==> src/rtl/stall_sched.sv <==
// stall_sched
//
// Pipeline stall and flush scheduler for the 5-stage MIPS core.
// - Detects load-use and branch-operand hazards.
// - Holds a divide instruction in decode while the multi-cycle divider runs.
// - Keeps a saturating count of cycles spent stalled.
//
// Optional feature macro: STALL_SCHED_DIV_TIMEOUT_EN
//   When defined, a RUN-cycle counter aborts a divide after DIV_TIMEOUT cycles
//   without div_done and pulses div_err. When undefined, no counter is built,
//   div_err is tied low and RUN waits for div_done indefinitely.
//
// Parameters:
//   CNT_WIDTH   width of the stall-cycle counter
//   DIV_TIMEOUT RUN-cycle limit before a forced abort (macro builds only)
//
// Ports:
//   clk          in   rising-edge clock
//   reset        in   asynchronous active-high reset; clears all state
//   rs_d, rt_d   in   source registers of the decode-stage instruction
//   rt_e         in   rt register of the execute-stage instruction
//   memtoreg_e   in   execute-stage instruction is a load
//   regwrite_e   in   execute-stage instruction writes the register file
//   writereg_e   in   execute-stage destination register
//   memtoreg_m   in   memory-stage instruction is a load
//   writereg_m   in   memory-stage destination register
//   branch_d     in   decode-stage instruction is a branch
//   div_d        in   decode-stage instruction is a divide
//   div_done     in   divider result valid (level)
//   stall_f      out  holds the PC
//   stall_d      out  holds the IF/ID register
//   flush_e      out  clears ID/EX (bubble)
//   div_start    out  one-cycle pulse launching the divider
//   div_busy     out  registered; high while the divider is running
//   div_err      out  registered one-cycle pulse on divide timeout
//   stall_cnt    out  saturating count of stalled cycles

module stall_sched #(
  parameter int CNT_WIDTH   = 16,
  parameter int DIV_TIMEOUT = 40
) (
  input  logic                 clk,
  input  logic                 reset,
  input  logic [4:0]           rs_d,
  input  logic [4:0]           rt_d,
  input  logic [4:0]           rt_e,
  input  logic                 memtoreg_e,
  input  logic                 regwrite_e,
  input  logic [4:0]           writereg_e,
  input  logic                 memtoreg_m,
  input  logic [4:0]           writereg_m,
  input  logic                 branch_d,
  input  logic                 div_d,
  input  logic                 div_done,
  output logic                 stall_f,
  output logic                 stall_d,
  output logic                 flush_e,
  output logic                 div_start,
  output logic                 div_busy,
  output logic                 div_err,
  output logic [CNT_WIDTH-1:0] stall_cnt
);

  typedef enum logic [1:0] {
    IDLE = 2'd0,
    RUN  = 2'd1,
    DONE = 2'd2
  } state_t;

  state_t state;

  logic lwstall;
  logic brstall;
  logic divstall;
  logic stall;
  logic ex_fwd_hit;
  logic mem_fwd_hit;

  if (DIV_TIMEOUT < 1) begin : g_bad_timeout
    $error("stall_sched: DIV_TIMEOUT must be at least 1");
  end

  // Load in execute whose target is read by the decode instruction: the
  // value is not available until after the memory stage, so hold one cycle.
  assign lwstall = memtoreg_e && (rt_e != 5'd0) &&
                   ((rt_e == rs_d) || (rt_e == rt_d));

  // Branches resolve in decode, so their operands must already be final.
  // Register 0 is hard-wired and never creates a dependency.
  assign ex_fwd_hit  = regwrite_e && (writereg_e != 5'd0) &&
                       ((writereg_e == rs_d) || (writereg_e == rt_d));
  assign mem_fwd_hit = memtoreg_m && (writereg_m != 5'd0) &&
                       ((writereg_m == rs_d) || (writereg_m == rt_d));
  assign brstall     = branch_d && (ex_fwd_hit || mem_fwd_hit);

  // Launch only when no hazard holds decode this cycle; a hazard wins and the
  // divide is retried later. Gating with reset keeps the divider (which shares
  // reset) from seeing a launch while it is being cleared.
  assign div_start = (state == IDLE) && div_d && !lwstall && !brstall && !reset;

  assign divstall = div_start || (state == RUN);
  assign stall    = lwstall || brstall || divstall;

  assign stall_f = stall;
  assign stall_d = stall;
  assign flush_e = stall;

`ifdef STALL_SCHED_DIV_TIMEOUT_EN
  localparam int TW = $clog2(DIV_TIMEOUT + 1);

  logic [TW-1:0] run_cnt;

  // Divider sequencing with timeout. run_cnt holds the number of RUN cycles
  // already completed, so the abort fires at the end of RUN cycle DIV_TIMEOUT.
  // A real div_done in that same cycle takes priority and is not an error.
  always_ff @(posedge clk or posedge reset) begin
    if (reset) begin
      state    <= IDLE;
      div_busy <= 1'b0;
      div_err  <= 1'b0;
      run_cnt  <= '0;
    end else begin
      div_err <= 1'b0;
      case (state)
        IDLE: begin
          if (div_start) begin
            state    <= RUN;
            div_busy <= 1'b1;
            run_cnt  <= '0;
          end
        end
        RUN: begin
          if (div_done) begin
            state    <= DONE;
            div_busy <= 1'b0;
          end else if (run_cnt == TW'(DIV_TIMEOUT - 1)) begin
            state    <= DONE;
            div_busy <= 1'b0;
            div_err  <= 1'b1;
          end else begin
            run_cnt <= run_cnt + TW'(1);
          end
        end
        DONE: begin
          state <= IDLE;
        end
        default: begin
          state    <= IDLE;
          div_busy <= 1'b0;
        end
      endcase
    end
  end
`else
  assign div_err = 1'b0;

  // Divider sequencing without timeout: RUN waits for div_done forever.
  // DONE lasts one cycle so the finished divide can leave decode before a
  // following divide is accepted.
  always_ff @(posedge clk or posedge reset) begin
    if (reset) begin
      state    <= IDLE;
      div_busy <= 1'b0;
    end else begin
      case (state)
        IDLE: begin
          if (div_start) begin
            state    <= RUN;
            div_busy <= 1'b1;
          end
        end
        RUN: begin
          if (div_done) begin
            state    <= DONE;
            div_busy <= 1'b0;
          end
        end
        DONE: begin
          state <= IDLE;
        end
        default: begin
          state    <= IDLE;
          div_busy <= 1'b0;
        end
      endcase
    end
  end
`endif

  // Stalled-cycle counter for performance measurement; sticks at all-ones.
  always_ff @(posedge clk or posedge reset) begin
    if (reset) begin
      stall_cnt <= '0;
    end else if (stall_d && (stall_cnt != {CNT_WIDTH{1'b1}})) begin
      stall_cnt <= stall_cnt + CNT_WIDTH'(1);
    end
  end

endmodule
==> config.mk <==
export PLATFORM = sky130hd
export DESIGN_NAME = stall_sched
export DESIGN_NICKNAME = d
export VERILOG_FILES = /design/src/rtl/stall_sched.sv
export SDC_FILE = /design/constraint.sdc
export NUM_CORES = 1
export LEC_CHECK = 0
export CAP_MARGIN = 20
export CORE_UTILIZATION = 42
export DETAILED_ROUTE_END_ITERATION = 10
export PLACE_DENSITY = 0.88
export REMOVE_ABC_BUFFERS = 1
export SLEW_MARGIN = 30
export SYNTH_ARGS = -nofsm -noshare
export SYNTH_HDL_FRONTEND = slang
export SYNTH_SLANG_ARGS = --single-unit
export TNS_END_PERCENT = 100
==> constraint.sdc <==
create_clock -name clk -period 4.2 [get_ports clk]
set_clock_uncertainty 0.2 [all_clocks]
set_input_delay 1.26 -clock clk [delete_from_list [all_inputs] [get_ports clk]]
set_output_delay 1.26 -clock clk [all_outputs]
set_load 0.01 [all_outputs]
==> results.txt, run 1 <==
- The flow ran to the end, but the final reports show violations.
- Failing checks: design-rule violations
- Nature of the critical path startpoint: primary input
- Busiest layer in global routing: met2
- Cell taking the most area after synthesis: dfrtp_1
- Core Region: 0.00285 mm²
* CP Data Arrival Time: 2.74 ns
- Site row count: 19
- Fill cells in the final layout number 203.
- Number of hold-repair buffers added at the cts stage: 0
* CTS H-tree lvls: 1
- Most common library cell in the layout ignoring fill and taps: xnor2_1
* Aggregate global routing overflow: 0
- GR met2 Demand/Resource: 46.3%
* Tot GR Track Use: 25.0%
* Instance count of the mapped netlist: 131
* Final count of pins violating max slew: 0
- Final WL: 3910 µm
- Routability-driven placement congestion ratio: 0.818
* CP max FO: 3
- Time the worst path needs with I/O delays and setup: 4.20 ns
- The longest clock path from root to sink contains 2 buffers.
- Of the post-synthesis cell area, the dominant cell type holds 36.2%.
- Number of clock sinks seen by CTS: 19
- Across the VDD grid, the largest voltage drop is 0.456 mV.
- Once the floorplan was initialized, standard cells occupied 46.0% of the core.
- Clk_lat worst skew: 0.30 ns
* Cell count of the worst reg-to-reg path: 6
- For the pin with the worst max-slew slack, the measured transition is 0.660 ns.
- The startpoint identified for the worst hold timing path is stall_cnt[9]$_DFFE_PP0P_.
- In the final routed layout, each cell accounts on average for 16.2 µm.
* Port-buffer cells: 53
* Final setup violating endpoints: 0
* Initial antenna violation count: 0
- Clock-pin slew reported for the worst setup and hold paths after clock tree synthesis: 0.10 ns
- TritonCTS built the clock tree.
* DIE WIDTH: 57.9 µm
- Sort of element at the end of the critical path: output port
* Area added between synthesis and finish: 58.4%
- In the layout the commonest cells are xnor2_1 (34), buf_4 (26), clkdlybuf4s50_1 (25).
- Count of routing violations after the opening detailed-route iteration: 65
* GR Layer Usage met1: 26.9%
- Type of the most critical hold path: reg2reg
- In the final layout, the multi-input gates occupy 851 µm².
- In this run, synthesis produced a sequential element count of 19.
* Area occupied by registers: 475 µm²
- N_diodes: 0
- For this run, the leading register cell type out of synthesis is dfrtp_1.
- Setup repair after global routing missed its margin: yes
- For met3 alone, demand over resource in global routing was 4.24%.
* Crit path required time: 2.74 ns
- Counting instances, the worst hold path has a depth of 1.
* Worst Hold Margin: 0.295 ns
- The die covers 0.00335 mm².
- In this run, synthesis inferred 0 flip-flops with an integrated enable.
* Post-Syn Area per Cell: 10.0 µm²
- After legalization and detailed placement, the total HPWL measured 2960 µm.
- Part of the cycle the worst path needs: 99.9%
- Worst Setup Path Type: in2out
- Detail Route Antenna Nets: 0
- The tree is rooted in a clkbuf_4.
- Via count of the routed design: 1,329
* Number of DRC violations after detailed routing: 8
- After detailed placement, the total cell area comes to 0.00203 mm².
- Before antenna repair, the detailed router went through 7 iterations.
- The first global-routing pass estimated 6240 µm of wire.
* Final instance area: 0.00208 mm²
- Total CTS buffers: 3
- The worst pin sits at a relative slew slack of 55.9%.
* Avg Vias per Cell: 5.49
- Hold Fails Final Rpt: 0
- Counting flops with an async set or reset pin after synthesis yields a share of 100%.
* Number of distinct library cells after synthesis: 33
- Summed over all failing endpoints, the final setup total negative slack is 0 ns.
- The die is 57.9 µm tall.
* Net count, final: 246
* RR Endpoint: stall_cnt[1]$_DFFE_PP0P_
- Netlist area before placement: 0.00131 mm²
* Total power divided by cell area: 316 mW/mm²
* Maximum achievable frequency: 0.238 GHz
* Share of final-layout standard cells stronger than drive strength 1: 26.5%
* Largest net degree at the start of global routing: 20
- 55 I/O pins were placed.
- Hold EP: stall_cnt[9]$_DFFE_PP0P_
- Of the synthesized area, sequential elements account for 36.2%.
* Largest cells by area after synthesis: dfrtp_1 (36%), xnor2_1 (23%), xor2_1 (7.3%)
- Via count of the first global-routing pass: 1,394
- Static power due to leakage: 0.916 nW
* Startpoint of the worst register-to-register path: stall_cnt[0]$_DFFE_PP0P_
- Yosys printed 0 warnings.
- Across the run, the number of max-cap violations was 0.
* R2r setup slk: 1.85 ns
[per-layer routing]
metal	up-vias	routed length [µm]
met2	67	1970
met4	0	135
met1	635	1530
met3	12	280
li1	615	-
met5	-	0
[worst max-delay path, cell delays in order]
cell and delay, ns:
clkdlybuf4s50_1 0.49, o311a_1 0.40, buf_4 0.15, a21boi_2 0.13
and3_4 0.20, buf_6 0.10
[synthesized netlist by cell type (2+ instances only)]
library cell / number
and3_1: 6
and3_2: 2
and3_4: 2
buf_4: 3
dfrtp_1: 19
nand2_1: 9
nand3_1: 4
nand4_1: 10
nor2_1: 5
nor3_1: 2
o22ai_1: 2
o311a_1: 2
or3_1: 2
xnor2_1: 34
xor2_1: 11
[repair_timing]
action | in CTS | in global routing
endpoints found under the hold margin | 0 | 0
resized for setup | 71 | 3
endpoints found under the setup margin | 4 | 4
gates cloned | 0 | 0
buffers inserted | 3 | 0
pin swaps | 12 | 5
[cells by family after synthesis]
| family | share of synthesized area [%] |
|---|---|
| compound gates | 8.29 |
| xor+xnor | 30.0 |
| fa+ha+maj | 0.953 |
| buf+inv | 2.86 |
| flops | 36.2 |
| mux | 0.858 |
| other cells | 0.286 |
| simple gates | 20.5 |
[area by class of cell]
cell class | instances | area share (%)
clock buffers | 4 | 1.26
inverters | 1 | 0.181
multi-input cells | 107 | 40.9
flip-flops and latches | 19 | 22.9
well taps | 31 | 1.87
repair buffers | 80 | 32.9
[sequential cells by signal (all words and copies together) (netlist names)]
| register | flops |
|---|---|
| div_busy | 1 |
| stall_cnt | 16 |
| state | 2 |
[how the worst max path moves through the flow]
stage / from / end / slack, ns
2_1_floorplan: rt_e[1] / div_start / 0.23
3_3_place_gp: rt_e[1] / div_start / -0.70
3_5_place_dp: rt_e[1] / div_start / -0.78
4_1_cts: writereg_m[1] / div_start / 0.003
5_1_grt: writereg_m[1] / div_start / -0.04
6_report: writereg_e[4] / div_start / 0.005
[where the power goes]
| group | switching, mW | internal (mW) | total, mW |
|---|---|---|---|
| Sequential | 0.0482 | 0.220 | 0.269 |
| Combinational | 0.127 | 0.169 | 0.296 |
| Clock | 0.0543 | 0.0370 | 0.0913 |
[stage by stage]
stage	utilization, %	total power, mW	std cells	setup WS, ns
after detailed placement	71.1	0.566	235	-0.777
after floorplan	-	0.389	127	0.227
final	72.9	0.656	242	0.00470
after global placement	71.1	0.549	235	-0.702
after CTS	72.4	0.654	242	0.00289
after global routing	72.9	0.693	242	-0.0354
No activity file was read; power rests on OpenSTA's default activity.
==> run 2, diff against run 1 <==
- SETUP_SLACK_MARGIN: not set -> 0.2
==> results.txt, run 2 (synthesis gave the netlist of run 1 again) <==
* Clk buf depth: 2
- The total area inside the core boundary comes to 0.00285 mm².
* Final instance area: 0.00213 mm²
- Worst Setup Path Type: in2out
- Total power divided by cell area: 317 mW/mm²
- Accumulated negative setup slack: 0 ns
- Based on the critical path, the design can be clocked at up to 0.239 GHz.
* Place WS: -0.777 ns
- In the layout the commonest cells are xnor2_1 (32), buf_4 (29), clkdlybuf4s50_1 (24).
- Clock latency on the worst-skew pair, taken at its later pin, is 0.30 ns.
- Static power due to leakage: 0.940 nW
* Nature of the critical path startpoint: primary input
- The detailed router placed 1,335 vias in this run.
- Max-cap violations in this run came to 0.
- After layout, the worst setup slack is 0.00858 ns.
* GR met2 Demand/Resource: 47.8%
* Startpoint of the worst register-to-register path: stall_cnt[0]$_DFFE_PP0P_
- After layout, the minimum clock period comes to 4.19 ns.
* Most common library cell in the layout ignoring fill and taps: xnor2_1
- Part of the cycle the worst path needs: 99.8%
* VDD IR-drop max: 0.457 mV
- Hold Path Origin: stall_cnt[9]$_DFFE_PP0P_
- Compared with the post-synthesis result, the final layout area differs by 62.1%.
* Slew @ Worst Pin: 0.662 ns
- stall_cnt holds more flip-flops than any other register.
* Busiest layer in global routing: met2
- Final setup violating endpoints: 0
* Detailed Routing Iterations Pass 1: 7
- Largest net degree at the start of global routing: 20
- Number of clock sinks seen by CTS: 19
- In this run the register-to-register setup slack is 1.85 ns.
- The count of cells in the finished layout, fillers not included, comes to 245.
- Count of routing violations after the opening detailed-route iteration: 54
- RR Endpoint: stall_cnt[1]$_DFFE_PP0P_
- Setup repair after global routing could not meet its margin everywhere.
- Number of hold-repair buffers added at the cts stage: 0
- Dividing the detail-routed wire length by the instance count gives 17.0 µm.
- Hold timing on the final database bottoms out at a slack of 0.295 ns.
- Avg Vias per Cell: 5.45
- Net count, final: 249
- For this run, global-route usage on met3 was measured as 4.02%.
- For hold timing, the worst endpoint is stall_cnt[9]$_DFFE_PP0P_.
- Detail Route Antenna Nets: 0
- The worst hold path belongs to the class reg2reg.
* Number of DRC violations after detailed routing: 8
- The first global-routing pass estimated 6380 µm of wire.
* Cell count of the worst reg-to-reg path: 6
* Master cell of the clock root buffer: clkbuf_4
* Hold Fails Final Rpt: 0
- Aggregate global routing overflow: 0
* GR Layer Usage met1: 27.4%
- The count of buffers added on input and output ports is 53.
* Post-DP HPWL: 2960 µm
- At the end of the flow the core is filled with cells to 74.6%.
* Failing checks: design-rule violations
- Via count of the first global-routing pass: 1,412
- Final count of pins violating max slew: 0
- Sort of element at the end of the critical path: output port
- Placed cell areas: 0.00203 mm²
* Crit path required time: 2.74 ns
* Total CTS buffers: 3
- Tot GR Track Use: 25.5%
- Worst slew margin relative to its limit: 55.8%
* Overall power consumption: 673 µW
- Final WL: 4180 µm
* Instance count after placement with tap cells included: 235
- Cells with a size suffix above 1 make up 30.4% of the layout.
- N_diodes: 0
- Die Height: 57.9 µm
- From left edge to right edge, the die measures 57.9 µm.
* Hold Path Cell Cnt: 1
* Die outline area: 0.00335 mm²
- Initial antenna violation count: 0
- The run finished, with violations left.
- The filler cells instantiated in the layout total 203.
- CTS built an H-tree with a depth of 1.
* Site row count: 19
* Routability-driven placement congestion ratio: 0.818
- STA puts the critical path data arrival time at 2.73 ns.
- For this configuration, the core starts out at a cell density of 46.0%.
* Clock-pin slew reported for the worst setup and hold paths after clock tree synthesis: 0.10 ns
- TritonCTS built the clock tree.
- 55 I/O pins were placed.
* Number of flip-flops in the largest register: 16
- In the final layout, the registers with the most flip-flops are stall_cnt (16), state (2), div_busy (1).
- CP max FO: 2
==> run 2: worst max-delay path, cell delays in order <==
cell and delay (ns):
buf_2 0.11, or4_4 0.53, o21ai_2 0.15, a2bb2oi_2 0.20, a21boi_2 0.19, and3_4 0.20, buf_6 0.10
==> run 2: layer usage <==
layer	vias up	part of all wire, %
met5	-	0
met4	0	3.4
met3	12	6.4
met2	61	52
met1	642	39
li1	620	-
==> run 2: what timing repair did <==
action	CTS	global route
pin swaps	14	4
gates cloned	0	0
setup buffers	5	1
resized for setup	84	5
endpoints found under the setup margin	4	4
==> run 2: cell type report <==
cell class / count / area (µm²) / area share, %
inverters: 1 / 3.75 / 0.176
repair buffers: 83 / 707 / 33.2
multi-input cells: 107 / 876 / 41.2
flip-flops and latches: 19 / 475 / 22.4
clock buffers: 4 / 26.3 / 1.24
well taps: 31 / 38.8 / 1.82
==> run 2: worst max-delay path by stage <==
stage          slack (ns)          start  cells after the start        end
5_1_grt             -0.04  writereg_m[1]                      7  div_start
2_1_floorplan        0.23        rt_e[1]                      5  div_start
4_1_cts             0.004  writereg_m[1]                      7  div_start
6_report            0.009        rt_e[3]                      7  div_start
3_5_place_dp        -0.78        rt_e[1]                      7  div_start
3_3_place_gp        -0.70        rt_e[1]                      7  div_start
==> run 2: power breakdown <==
group / total (mW) / switching (mW) / internal (mW)
clock: 0.0912 / 0.0541 / 0.0371
sequential: 0.269 / 0.0487 / 0.220
combinational: 0.313 / 0.133 / 0.180
total: 0.673 / 0.236 / 0.438
